### src/rtl/rename_map.sv
// rename_map: register alias table with a physical free list and a small
// circular stack of branch checkpoints (map snapshot + allocation mask).
module rename_map #(
    parameter int unsigned ARCH_REGS  = 32,
    parameter int unsigned PHYS_REGS  = 64,
    parameter int unsigned CKPT_DEPTH = 4
) (
    input  logic                          clk,
    input  logic                          rst,

    input  logic                          ren_valid,
    input  logic                          ren_uses_rs,
    input  logic                          ren_uses_rt,
    input  logic                          ren_uses_rw,
    input  logic [$clog2(ARCH_REGS)-1:0]  ren_rs,
    input  logic [$clog2(ARCH_REGS)-1:0]  ren_rt,
    input  logic [$clog2(ARCH_REGS)-1:0]  ren_rw,
    input  logic                          ren_ckpt,
    output logic                          ren_ready,
    output logic [$clog2(PHYS_REGS)-1:0]  rs_phys,
    output logic [$clog2(PHYS_REGS)-1:0]  rt_phys,
    output logic [$clog2(PHYS_REGS)-1:0]  rw_phys,
    output logic [$clog2(PHYS_REGS)-1:0]  rw_old_phys,
    output logic [$clog2(CKPT_DEPTH)-1:0] ckpt_id,

    input  logic                          commit_valid,
    input  logic [$clog2(PHYS_REGS)-1:0]  commit_old_phys,

    input  logic                          resolve_valid,
    input  logic                          resolve_mispredict,
    input  logic [$clog2(CKPT_DEPTH)-1:0] resolve_id,

    output logic [$clog2(PHYS_REGS):0]    free_count,
    output logic [$clog2(CKPT_DEPTH):0]   ckpt_count
);

    localparam int unsigned AW = $clog2(ARCH_REGS);
    localparam int unsigned PW = $clog2(PHYS_REGS);
    localparam int unsigned CW = $clog2(CKPT_DEPTH);

    // Architectural state
    logic [PW-1:0]        map_q   [ARCH_REGS];
    logic [PHYS_REGS-1:0] free_q;
    logic [PW-1:0]        snap_q  [CKPT_DEPTH][ARCH_REGS];
    logic [PHYS_REGS-1:0] mask_q  [CKPT_DEPTH];
    logic [CW-1:0]        head_q;
    logic [CW-1:0]        tail_q;
    logic [PW:0]          free_count_q;
    logic [CW:0]          ckpt_count_q;

    // Next-state and decode
    logic [PHYS_REGS-1:0]  free_d;
    logic [PW:0]           free_count_d;
    logic [CW:0]           ckpt_count_d;
    logic [CW-1:0]         head_d;
    logic [CW-1:0]         tail_d;
    logic [CW-1:0]         restore_depth;
    logic [PW-1:0]         free_pick;
    logic [PHYS_REGS-1:0]  alloc_onehot;
    logic [CKPT_DEPTH-1:0] ckpt_live;
    logic                  mispredict;
    logic                  resolve_ok;
    logic                  need_phys;
    logic                  ckpt_full;
    logic                  do_ren;
    logic                  do_alloc;
    logic                  do_ckpt;

    assign mispredict = resolve_valid && resolve_mispredict;
    assign resolve_ok = resolve_valid && !resolve_mispredict;
    assign need_phys  = ren_uses_rw && (ren_rw != '0);
    assign ckpt_full  = (ckpt_count_q == (CW+1)'(CKPT_DEPTH));

    // A restore cycle owns the map, so renames are held off during it
    assign ren_ready = !(need_phys && (free_count_q == '0))
                    && !(ren_ckpt && ckpt_full)
                    && !mispredict;

    assign do_ren   = ren_valid && ren_ready;
    assign do_alloc = do_ren && need_phys;
    assign do_ckpt  = do_ren && ren_ckpt;

    // Lowest-index free physical register (0 when the list is empty)
    always_comb begin
        free_pick = '0;
        for (int i = int'(PHYS_REGS) - 1; i >= 0; i--) begin
            if (free_q[i]) begin
                free_pick = PW'(i);
            end
        end
    end

    assign alloc_onehot = do_alloc ? (PHYS_REGS'(1) << free_pick) : '0;

    // Which checkpoint slots lie between head and tail
    always_comb begin
        ckpt_live = '0;
        for (int k = 0; k < int'(CKPT_DEPTH); k++) begin
            logic [CW-1:0] age;
            age          = CW'(k) - head_q;
            ckpt_live[k] = ({1'b0, age} < ckpt_count_q);
        end
    end

    // Free list next state: restore refill, allocation, then commit release
    always_comb begin
        free_d = free_q;
        if (mispredict) begin
            free_d = free_d | mask_q[resolve_id];
        end
        free_d = free_d & ~alloc_onehot;
        if (commit_valid && (commit_old_phys != '0)) begin
            free_d[commit_old_phys] = 1'b1;
        end
        free_d[0] = 1'b0;
    end

    // Population count of the next free list
    always_comb begin
        free_count_d = '0;
        for (int i = 0; i < int'(PHYS_REGS); i++) begin
            free_count_d = free_count_d + (PW+1)'(free_d[i]);
        end
    end

    assign restore_depth = resolve_id - head_q;

    // Checkpoint pointer and occupancy next state
    always_comb begin
        head_d       = head_q;
        tail_d       = tail_q;
        ckpt_count_d = ckpt_count_q;
        if (mispredict) begin
            tail_d       = resolve_id;
            ckpt_count_d = {1'b0, restore_depth};
        end else begin
            if (do_ckpt) begin
                tail_d       = tail_q + CW'(1);
                ckpt_count_d = ckpt_count_d + (CW+1)'(1);
            end
            if (resolve_ok && (ckpt_count_q != '0)) begin
                head_d       = head_q + CW'(1);
                ckpt_count_d = ckpt_count_d - (CW+1)'(1);
            end
        end
    end

    // Free list, pointers and counters
    always_ff @(posedge clk) begin
        if (rst) begin
            for (int i = 0; i < int'(PHYS_REGS); i++) begin
                free_q[i] <= (i >= int'(ARCH_REGS));
            end
            head_q       <= '0;
            tail_q       <= '0;
            free_count_q <= (PW+1)'(PHYS_REGS - ARCH_REGS);
            ckpt_count_q <= '0;
        end else begin
            free_q       <= free_d;
            head_q       <= head_d;
            tail_q       <= tail_d;
            free_count_q <= free_count_d;
            ckpt_count_q <= ckpt_count_d;
        end
    end

    // Map table: identity on reset, snapshot on restore, else new mapping
    always_ff @(posedge clk) begin
        if (rst) begin
            for (int i = 0; i < int'(ARCH_REGS); i++) begin
                map_q[i] <= PW'(i);
            end
        end else if (mispredict) begin
            for (int i = 0; i < int'(ARCH_REGS); i++) begin
                map_q[i] <= snap_q[resolve_id][i];
            end
        end else if (do_alloc) begin
            map_q[ren_rw] <= free_pick;
        end
    end

    // Snapshot captures the map before the branch's own rename
    always_ff @(posedge clk) begin
        if (rst) begin
            for (int k = 0; k < int'(CKPT_DEPTH); k++) begin
                for (int i = 0; i < int'(ARCH_REGS); i++) begin
                    snap_q[k][i] <= '0;
                end
            end
        end else if (do_ckpt) begin
            for (int i = 0; i < int'(ARCH_REGS); i++) begin
                snap_q[tail_q][i] <= map_q[i];
            end
        end
    end

    // Allocation masks: fresh slot starts with this rename, live slots accumulate
    always_ff @(posedge clk) begin
        if (rst) begin
            for (int k = 0; k < int'(CKPT_DEPTH); k++) begin
                mask_q[k] <= '0;
            end
        end else begin
            for (int k = 0; k < int'(CKPT_DEPTH); k++) begin
                if (do_ckpt && (CW'(k) == tail_q)) begin
                    mask_q[k] <= alloc_onehot;
                end else if (ckpt_live[k]) begin
                    mask_q[k] <= mask_q[k] | alloc_onehot;
                end
            end
        end
    end

    // Lookup and status outputs
    assign rs_phys     = ren_uses_rs ? map_q[ren_rs] : '0;
    assign rt_phys     = ren_uses_rt ? map_q[ren_rt] : '0;
    assign rw_old_phys = ren_uses_rw ? map_q[ren_rw] : '0;
    assign rw_phys     = need_phys ? free_pick : '0;
    assign ckpt_id     = tail_q;
    assign free_count  = free_count_q;
    assign ckpt_count  = ckpt_count_q;

endmodule

### config.mk
export PLATFORM = sky130hd
export DESIGN_NAME = rename_map
export DESIGN_NICKNAME = d
export VERILOG_FILES = /design/src/rtl/rename_map.sv
export SDC_FILE = /design/constraint.sdc
export NUM_CORES = 2
export LEC_CHECK = 0
export CAP_MARGIN = 20
export CORE_ASPECT_RATIO = 1.5
export CORE_MARGIN = 2
export CORE_UTILIZATION = 50
export CTS_BUF_LIST = sky130_fd_sc_hd__clkbuf_16
export DETAILED_ROUTE_END_ITERATION = 8
export HOLD_SLACK_MARGIN = 0.15
export PLACE_DENSITY_LB_ADDON = 0.3
export SLEW_MARGIN = 20
export SYNTH_ARGS = -nofsm -noshare
export SYNTH_HDL_FRONTEND = slang
export SYNTH_SLANG_ARGS = --single-unit
### constraint.sdc
create_clock -name clk -period 9.1 [get_ports clk]
set_clock_uncertainty 0.1 [all_clocks]
set_input_delay 0.91 -clock clk [delete_from_list [all_inputs] [get_ports clk]]
set_output_delay 0.91 -clock clk [all_outputs]
set_load 0.005 [all_outputs]
==> flow_metrics.py <==
metrics = {
    "status": {
        "status": "finished, final reports clean",
    },
    "sta": {
        "setup_tns_ns": 0,
        "layout_setup_ws_ns": 0.2711,
        "fmax_ghz": 0.1133,
        "min_period_ns": 8.829,
        "slew_violations": 0,
        "hold_slack_ns": 0.4506,
        "finalCritPeriodShare": 0.9702,
        "rsz0062_at_grt": "no",
        "setup_viol": 0,
        "relSlewSlack": 0.1866,
        "worst_slew_pin_slew_ns": 1.216,
        "hold_violations": 0,
    },
    "synth": {
        "avgSynthCellArea_um2": 14.32,
        "yosys_warnings": 0,
        "syn_inst": 4528,
        "synth-xor-area-share": 0.001756,
        "synthSimpleGateAreaFrac": 0.1300,
        "post-synth-top-area-cell": "edfxtp_1",
        "synth_edf_count": 1212,
        "synth_area_um2": 64830,
        "synthMuxAreaShare": 0.1554,
        "synthArstFlopShare": 0,
        "synthTopCellsByArea": "edfxtp_1 56%, mux4_2 15%, and2_1 7.5%, dfxtp_1 2.4%, a32o_1 2.3%",
        "ys_ff_latch": 1289,
        "synthDistinctLibCells": 80,
        "synth_compound_area_frac": 0.07932,
        "synth_ff_type": "edfxtp_1",
        "synth_nets": 4641,
        "yosysSeqAreaShare": 0.5851,
        "synth_top_family_by_area": "multiplexers",
        "synth_fa_ha_area_frac": 0.02158,
        "synth_top_area_frac": 0.5614,
    },
    "cts": {
        "clock_sinks": 1289,
        "ctsResizeCount": 0,
        "postCtsHoldBufs": 0,
        "htree_levels": 3,
        "numCtsBuffers": 121,
        "cts_tree": "done",
        "clk-insertion-delay-late_ns": 0.78,
        "cts_root_buf": "clkbuf_16",
        "clockBufferDepth": 3,
        "cts_setup_buffers": 0,
        "clkTransAtPathRegs_ns": 0.06,
    },
    "floorplan": {
        "die-area_um2": 132600,
        "start_util": 0.5045,
        "ios": 70,
        "core.rowCount": 161,
        "die_w_um": 298.0,
        "dieHeight_um": 445.0,
        "core_area_um2": 128500,
    },
    "worst_hold_path": {
        "worstHoldStart": "mask_q[3][38]",
        "hold_path_depth": 2,
        "hold_class": "reg2reg",
        "min_to": "mask_q[3][38]",
    },
    "global_routing": {
        "grt-ovfl-total": 0,
        "grt_pass1_vias": 42460,
        "antenna_found_initial": 5,
        "grt_use_total": 0.3098,
        "grt_pass1_wl_um": 298100,
        "grt_max_degree": 184,
    },
    "setup_path": {
        "reg2reg_to": "free_count[6]",
        "reg2regPathDepth": 25,
        "arrival_ns": 9.44,
        "cp-end-kind": "flip-flop",
        "r2r_slack_ns": 0.27,
        "worstPathRequired_ns": 9.71,
        "crit_fanout": 11,
        "critPathKind": "reg2reg",
        "crit-reg2reg-launch": "free_q[51]",
        "worst_setup_path_start_kind": "flip-flop",
    },
    "detailed_routing": {
        "wl_um": 205900,
        "vias_per_cell": 6.624,
        "routedWlPerCell_um": 32.33,
        "drtIter0Drc": 5083,
        "vias": 42180,
        "ant_nets": 0,
        "detail_route.drc_violations": 0,
        "dr.pass1.iters": 5,
    },
    "layout": {
        "fin_nets": 4662,
        "drive_gt1_frac": 0.1964,
        "design_area_um2": 72010,
        "syn_to_final_growth_pct": 11.06,
    },
    "power": {
        "ir_worst_vdd_uv": 427.0,
        "p_per_area_nw_per_um2": 245.3,
        "total_power_mw": 17.67,
        "total_leakage_power_nw": 25.13,
    },
    "placement": {
        "gp_congestion": 1.014,
        "place_hpwl_um": 130800,
        "place_area_um2": 68050,
        "portBuffers": 69,
        "place_ws_ns": 0.005980,
    },
    "flow_run": {
        "maxCapViolCount": 0,
    },
}
## how the worst max path moves through the flow
stage                    end  cells past startpoint          start  slack, ns
6_report       free_count[6]                     25     free_q[51]       0.27
5_1_grt        free_count[6]                     27     free_q[50]       0.02
4_1_cts        free_count[6]                     28     free_q[55]       0.27
3_5_place_dp   free_count[6]                     30      ren_rw[3]      0.006
3_3_place_gp   free_count[6]                     30      ren_rw[3]      0.007
2_1_floorplan  free_count[6]                     25  resolve_id[0]       0.64
## layout by cell type, fill, tap and decap left out, types with 27 or more instances in the layout
cell             instances
edfxtp_1              1212
a21oi_1                 94
fa_1                    53
dfxtp_1                 77
and2_1                 773
nor2b_1                 32
nand2_1                331
inv_1                   85
buf_4                  194
o21ai_0                175
clkbuf_16              122
mux2i_1                 29
a32o_1                 148
clkdlybuf4s50_1         60
ha_1                    27
o22a_1                  31
nor2_1                 143
nor3_1                  66
clkinv_2                32
mux4_2                 433
nand3_1                 28
## metrics by stage
step	instances	util
finish	6367	0.5603
global route	6366	0.5602
CTS	6365	0.5600
detailed placement	6137	0.5295
global placement	6137	0.5295
floorplan	4528	-
## cell families (layout without fill, tap and decap cells)
kind of cell	Yosys count	after routing
AOI/OAI and AO/OA	706	706
xor gates and xnor gates	13	13
adders and majority gates	80	80
buffers and inverters	437	563
DFF	1289	1289
muxes	465	465
other	0	2
and+or+nand+nor	1538	1538
## power breakdown
group	internal, mW	leakage (nW)	total, mW	switching [mW]
Combinational	2.05	9.93	5.20	3.15
Sequential	7.06	13.2	7.36	0.295
Clock	2.76	2.02	5.11	2.36
Total	11.9	25.1	17.7	5.80
## critical path, cell delays in order (launching register included)
cell      delay, ns
dfxtp_1        0.37
or4_1          0.61
or4b_1         0.69
o31ai_1        0.38
and2_1         0.36
buf_4          0.24
nand3_1        0.10
o41ai_2        0.34
fa_1           0.49
inv_1          0.08
fa_1           0.49
fa_1           0.54
fa_1           0.43
fa_1           0.57
fa_1           0.47
fa_1           0.50
inv_1          0.05
fa_1           0.44
fa_1           0.43
fa_1           0.46
nor2b_1        0.17
o21ai_0        0.10
nand2b_1       0.12
a21o_1         0.12
a21oi_1        0.05
nor2_1         0.08
## cells in the mapped netlist, types with 29 or more instances
library cell,n
dfxtp_1,77
a21oi_1,94
mux4_2,433
buf_1,48
fa_1,53
o22a_1,31
nor2_1,146
mux2i_1,29
nand2_1,337
inv_1,61
nor2b_1,32
o21ai_0,177
edfxtp_1,1212
nor3_1,67
a32o_1,148
and2_1,776
clkbuf_1,269
nand3_1,30
buf_2,55
## area by class of cell
type                    count  area (um2)
clock buffers             122        3053
clock inverters           106       869.6
inverters                  61       230.2
multi-input cells        2802       25390
repair buffers            274        2385
diodes                      2       5.005
fillers                 10420       56520
flip-flops and latches   1289       37940
well taps                1711        2141
## registers in the layout, summed over array words and instances, names as in the netlist
| signal | count |
|---|---|
| snap_q | 768 |
| mask_q | 252 |
| map_q | 192 |
| free_q | 63 |
| free_count | 7 |
| ckpt_count | 3 |
| ckpt_id | 2 |
| head_q | 2 |
## metal layers
metal	track usage	part of all wire
met1	0.3794	0.35
met5	0	0.00014
met3	0.04738	0.084
met4	0.1776	0.065
met2	0.5247	0.50
Power figures use the tool's default switching activity.
